--- src/rtl/switch_reader.sv ---
// Front-panel switch reader: two-flop synchroniser, shared sample prescaler,
// per-bit debounce with press/release strobes and an acknowledge-cleared pending flag.
module switch_reader #(
    parameter int WIDTH          = 8,
    parameter int SAMPLE_DIVIDER = 10_000,
    parameter int STABLE_SAMPLES = 10,
    parameter int ACTIVE_LOW     = 1
) (
    input  logic             clock,
    input  logic             reset,
    input  logic [WIDTH-1:0] pins,
    input  logic [WIDTH-1:0] ack,
    output logic [WIDTH-1:0] switches,
    output logic [WIDTH-1:0] pressed,
    output logic [WIDTH-1:0] released,
    output logic [WIDTH-1:0] pending,
    output logic             sample_tick
);

    localparam int               CW        = $clog2(SAMPLE_DIVIDER) + 1;
    localparam logic [CW-1:0]    DIV_LAST  = CW'(SAMPLE_DIVIDER - 1);
    localparam logic             POL       = (ACTIVE_LOW != 0);
    localparam logic [WIDTH-1:0] IDLE_PINS = {WIDTH{POL}};
    localparam logic [7:0]       STABLE_N  = 8'(STABLE_SAMPLES);

    logic [WIDTH-1:0] r_sync1;
    logic [WIDTH-1:0] r_sync2;
    logic [WIDTH-1:0] w_level;
    logic [CW-1:0]    r_presc;
    logic [CW-1:0]    w_presc_next;
    logic             r_tick;

    assign w_level      = r_sync2 ^ IDLE_PINS;
    assign w_presc_next = (r_presc == DIV_LAST) ? '0 : r_presc + CW'(1);

    // Tick is registered so it is high exactly while the prescaler sits at its last value.
    always_ff @(posedge clock or posedge reset) begin
        if (reset) begin
            r_sync1 <= IDLE_PINS;
            r_sync2 <= IDLE_PINS;
            r_presc <= '0;
            r_tick  <= 1'b0;
        end else begin
            r_sync1 <= pins;
            r_sync2 <= r_sync1;
            r_presc <= w_presc_next;
            r_tick  <= (w_presc_next == DIV_LAST);
        end
    end

    assign sample_tick = r_tick;

    genvar gi;
    generate
        for (gi = 0; gi < WIDTH; gi++) begin : g_bit
            logic [7:0] r_cnt;
            logic       r_stable;
            logic       r_press;
            logic       r_rel;
            logic       r_pend;
            logic [7:0] w_cnt_inc;
            logic       w_differs;
            logic       w_qualify;

            assign w_cnt_inc = r_cnt + 8'd1;
            assign w_differs = w_level[gi] ^ r_stable;
            assign w_qualify = r_tick & w_differs & (w_cnt_inc == STABLE_N);

            // Strobes register together with the stable bit so they align with switches.
            always_ff @(posedge clock or posedge reset) begin
                if (reset) begin
                    r_cnt    <= 8'd0;
                    r_stable <= 1'b0;
                    r_press  <= 1'b0;
                    r_rel    <= 1'b0;
                    r_pend   <= 1'b0;
                end else begin
                    r_press <= w_qualify & w_level[gi];
                    r_rel   <= w_qualify & ~w_level[gi];
                    r_pend  <= (r_pend & ~ack[gi]) | r_press;
                    if (r_tick) begin
                        if (!w_differs) begin
                            r_cnt <= 8'd0;
                        end else if (w_qualify) begin
                            r_stable <= w_level[gi];
                            r_cnt    <= 8'd0;
                        end else begin
                            r_cnt <= w_cnt_inc;
                        end
                    end
                end
            end

            assign switches[gi] = r_stable;
            assign pressed[gi]  = r_press;
            assign released[gi] = r_rel;
            assign pending[gi]  = r_pend;
        end
    endgenerate

endmodule

--- config.mk ---
export PLATFORM = sky130hd
export DESIGN_NAME = switch_reader
export DESIGN_NICKNAME = d
export VERILOG_FILES = /design/src/rtl/switch_reader.sv
export SDC_FILE = /design/constraint.sdc
export NUM_CORES = 1
export LEC_CHECK = 0
export CAP_MARGIN = 15
export CORE_AREA = 4 4 141 143
export CTS_CLUSTER_SIZE = 28
export DETAILED_ROUTE_END_ITERATION = 10
export DIE_AREA = 0 0 145 147
export PLACE_DENSITY = 0.5
export SLEW_MARGIN = 20
export SYNTH_ARGS = -nofsm -noshare
export SYNTH_HDL_FRONTEND = slang
export SYNTH_SLANG_ARGS = --single-unit
export TNS_END_PERCENT = 100
--- constraint.sdc ---
create_clock -name clock -period 14.3 [get_ports clock]
set_input_delay 3.575 -clock clock [delete_from_list [all_inputs] [get_ports clock]]
set_output_delay 3.575 -clock clock [all_outputs]
set_load 0.02 [all_outputs]
Word-level counts from Yosys, hierarchy flattened
Cells that the tools add are included.
{ "word_totals": {"n_memories": 0, "mem_bits_rw": 0, "rom_bits": 0, "reg_bits": 128, "output_inout_bits": 33, "latch_bits": 0} }
{ "classes": {"reduce_logical": 8, "n_mux": 17, "n_eq_ne": 10, "mul": 0, "div": 0, "order_cmp": 0, "n_bitwise": 73, "n_shift": 0, "addsub": 9} }
{ "ops": {"columns": ["cell", "count"], "rows": [
  ["$mux W8", 16],
  ["$add A8 B1 Y8 const B", 8],
  ["$eq A8 B4 Y1 const B", 8],
  ["$and A1 B1 Y1", 40],
  ["$eq A15 B14 Y1 const B", 2],
  ["$reduce_and A3 Y1", 8],
  ["$not A1 Y1", 16],
  ["$add A15 B1 Y15 const B", 1],
  ["$mux W15", 1],
  ["$not A8 Y8", 1],
  ["$or A1 B1 Y1", 8],
  ["$xor A1 B1 Y1", 8]
]} }

Depth between registers and ports, before layout
{ "depth": {"word_depth": 6, "ltp_mapped": 8, "ltp_nobuf": 7} }

Least setup slack after synthesis
OpenSTA, ideal clock, no wires.
{ "synth_path": {"path_kind": "flip-flop to output port", "startpoint": "register g_bit[0].r_stable", "endpoint": "output port switches[0]", "setup_slack_ps": 10191, "t_required_ps": 10725, "arrival_time_ps": 534, "path_stages_with_launch": 2, "cell_sequence": "dfrtp_1 > buf_4"} }
{ "synth_rtl": {"columns": ["item", "line_no", "rtl"], "rows": [
  ["start: declaration", "57", "logic r_stable;"],
  ["start signal: assignment", "85", "r_stable <= w_level[gi];"],
  ["end: declaration", "13", "output logic [WIDTH-1:0] switches,"]
]} }
No word-level cell between the ends.

Worst setup path after layout
{ "layout_path": {"startpoint": "register r_tick, in the netlist sample_tick", "endpoint": "output port sample_tick"} }
{ "layout_rtl": {"columns": ["item", "line_no", "rtl"], "rows": [
  ["start: declaration", "31", "logic r_tick;"],
  ["start signal: assignment", "47", "r_tick <= (w_presc_next == DIV_LAST);"],
  ["end: declaration", "17", "output logic sample_tick"]
]} }
No word-level cell between the ends.

==> results.json <==
{
  "vias_per_cell": 5.02,
  "clk_pin_slew_ns": 0.05,
  "drt.antenna.violating_nets": 0,
  "p_int_mw": 0.671,
  "firstDrtPassIters": 4,
  "h-tree-depth": 4,
  "cts_hold_buf": 0,
  "hp-start": "r_sync1[4]$_DFF_PP1_",
  "post_drt_wl_per_cell_um": 13.2,
  "rr_startpoint": "sample_tick$_DFF_PP0_",
  "antenna_cells": 0,
  "tns_ns": 0,
  "crit_start": "sample_tick$_DFF_PP0_",
  "synth_cells": 665,
  "p_sw_share_pct": 20.1,
  "drv_slew": 0,
  "hold_path_class": "reg2reg",
  "num_rows": 50,
  "syn_avg_cell_area_um2": 9.87,
  "ys_warn_count": 0,
  "worstSetupStartpointType": "flop",
  "critPathRequiredTime_ns": 10.72,
  "grt_setup_unrepaired": "false",
  "io_pins": 51,
  "critical-path-max-stage-delay_ns": 0.85,
  "postCtsSetupRepairBufs": 0,
  "numPortBuffers": 50,
  "path_buf_inv": 1,
  "cap_viol_max_count": 0,
  "drt_drc_violations_left": 0,
  "ys_types": 55,
  "r2r_slack_ns": 11.75,
  "min_to": "r_sync2[4]$_DFF_PP1_",
  "post-route-period-util_pct": 39.0,
  "routed_wl_mm": 12.4,
  "place.gp.congestion": 0.802,
  "tritoncts": "yes",
  "cpLargestDelayFamily": "flip-flops",
  "clk_latency_ns": 0.42,
  "postPlaceCellArea_um2": 7090,
  "cp.arrival_ns": 2.01,
  "crit_fanout": 44,
  "die_area_um2": 21300,
  "fin_ws_ns": 8.72,
  "grt_overflow": 0,
  "vias": 4716,
  "pwr-share-comb_pct": 1.7,
  "core_area_um2": 18600,
  "skew_ns": 0.0116,
  "place_worst_setup_slack_ns": 8.75,
  "fp.dieW_um": 145,
  "crit_slowest_cell": "dfrtp_2",
  "fin_crit_ns": 5.58,
  "finalHoldViolCount": 0,
  "drive_above_1_share_pct": 9.79,
  "seqPwrFrac_pct": 43.8,
  "clock.fmax_mhz": 179,
  "status": "completed",
  "initial_core_util_pct": 35.3,
  "clock_sinks": 128,
  "p_clk_share_pct": 54.4,
  "endpoint_kind": "output port",
  "ctsResizeCount": 0,
  "first_iter_violations": 224,
  "rr_endpoint": "g_bit[3].r_stable$_DFFE_PP0P_",
  "dpl.hpwl_mm": 8.10,
  "synth-main-ff-cell": "dfrtp_1",
  "crit_chain": "clkdlybuf4s50_1",
  "cts_buffer_depth": 2,
  "fin_area_um2": 7710,
  "switchingPower_mw": 0.168,
  "netlist_area_um2": 6560,
  "tightestPinTransition_ns": 0.789,
  "die_h_um": 147,
  "finalSetupViolCount": 0,
  "grt_max_degree": 85,
  "grt_pass1_wl_mm": 21.7,
  "power_density_nw_per_um2": 109,
  "final_nets": 728,
  "ys_seq_area_share_pct": 49.1,
  "async_reset_ff_share_pct": 100,
  "antenna_found_initial": 0,
  "track_usage_pct": 12.1,
  "cts_buffers": 17,
  "cellLeakagePower_nw": 3.21,
  "slew_headroom_pct": 47.4,
  "area_growth_pct": 17.5,
  "synth_edf_count": 0,
  "ys_ff_latch": 128,
  "ir_worst_vdd_mv": 0.0786,
  "grt_pass1_vias": 4745,
  "worstSetupPathType": "reg2out",
  "synth_fp_nets": 701,
  "finalPower_mw": 0.840,
  "rr_worst_depth": 4,
  "cts-root-buf": "clkbuf_16",
  "whs_path_depth": 0
}
## cell type report
type	count	area (um2)
inverter	54	208
timing repair buffer	52	515
clock inverter	11	161
fill	1786	10900
sequential	128	3220
tap	234	293
multi-input combinational	439	2850
clock buffer	21	460
## registers in the layout, summed over array words and instances, names as in the netlist
signal and count:
r_sync1 8, g_bit.r_cnt 64, sample_tick 1, g_bit.r_stable 8, g_bit.r_press 8, g_bit.r_pend 8
r_presc 15, g_bit.r_rel 8, r_sync2 8
## layer usage
layer  up-vias  GRT usage, %  part of all wire [%]
met2        79          20.2                    49
li1       2332             -                     -
met1      2287          14.8                    45
met4         0          5.23                   1.6
met3        18          3.45                   4.0
met5         -             0                     0
## placed cells by master (no fill, tap or decap), types with 15 or more instances in the layout
master and count:
dfrtp_1 111, nand2_1 71, inv_1 53, clkdlybuf4s50_1 50, xnor2_1 48, o21ai_0 48, nand3_1 42, nor2_1 33
o22ai_1 22, ha_1 18, clkbuf_16 17, dfstp_2 16, and3_1 15
## per-stage QoR
step	instances	utilization (%)	hold slack, ns
after floorplan	665	-	0.345
after global placement	907	38.2	0.346
after detailed placement	907	38.2	0.347
after CTS	939	41.5	0.355
after global routing	939	41.5	0.356
final	939	41.5	0.354
## Yosys cell counts, types with 3 or more instances
cell | count | share of area [%]
a21o_1 | 8 | 0.92
a311oi_1 | 3 | 0.40
a31oi_1 | 12 | 1.1
and2_1 | 7 | 0.67
and3_1 | 15 | 1.4
and3_4 | 3 | 0.51
buf_1 | 3 | 0.17
buf_4 | 32 | 3.7
clkbuf_1 | 9 | 0.51
dfrtp_1 | 112 | 43
dfstp_2 | 16 | 6.4
ha_1 | 18 | 3.4
inv_1 | 54 | 3.1
mux2_2 | 3 | 0.51
mux2i_1 | 11 | 1.7
nand2_1 | 71 | 4.1
nand2b_1 | 4 | 0.38
nand3_1 | 42 | 3.2
nand4_1 | 8 | 0.76
nor2_1 | 33 | 1.9
nor3_1 | 12 | 0.92
nor4_1 | 4 | 0.38
o21ai_0 | 48 | 3.7
o22ai_1 | 22 | 2.1
o2bb2ai_1 | 3 | 0.40
o31ai_1 | 7 | 0.80
o41ai_1 | 8 | 1.1
or2_2 | 4 | 0.38
or3_1 | 3 | 0.29
or4_1 | 3 | 0.34
xnor2_1 | 48 | 6.4
xor2_1 | 11 | 1.5
## power by group through the flow
stage               logic, mW  clock network (mW)  registers [mW]
finish                 0.0145               0.457           0.368
global route           0.0169               0.486           0.368
CTS                    0.0152               0.472           0.368
detailed placement     0.0152                   0           0.374
global placement       0.0148                   0           0.374
floorplan             0.00732                   0           0.374
## cell families (layout without fill, tap and decap cells)
logic type / Yosys count / count (layout) / synth area share [%]
AOI/OAI and AO/OA: 120 / 120 / 12.0
xor gates and xnor gates: 60 / 60 / 8.12
adders and majority gates: 18 / 18 / 3.43
buffers and inverters: 98 / 138 / 7.44
DFF: 128 / 128 / 49.1
muxes: 16 / 16 / 2.59
and+or+nand+nor: 225 / 225 / 17.3
## worst max-delay path by stage
stage               cells past startpoint  slack (ns)                             to
floorplan                               1        7.34  g_bit[0].r_cnt[0]$_DFFE_PP0P_
detailed placement                      3        8.75       g_bit[0].r_rel$_DFF_PP0_
global route                            1        8.61                    sample_tick
CTS                                     1        8.67                    sample_tick
finish                                  1        8.72                    sample_tick
global placement                        3        8.82  g_bit[0].r_cnt[2]$_DFFE_PP0P_
(Power assumes the default switching activity.)
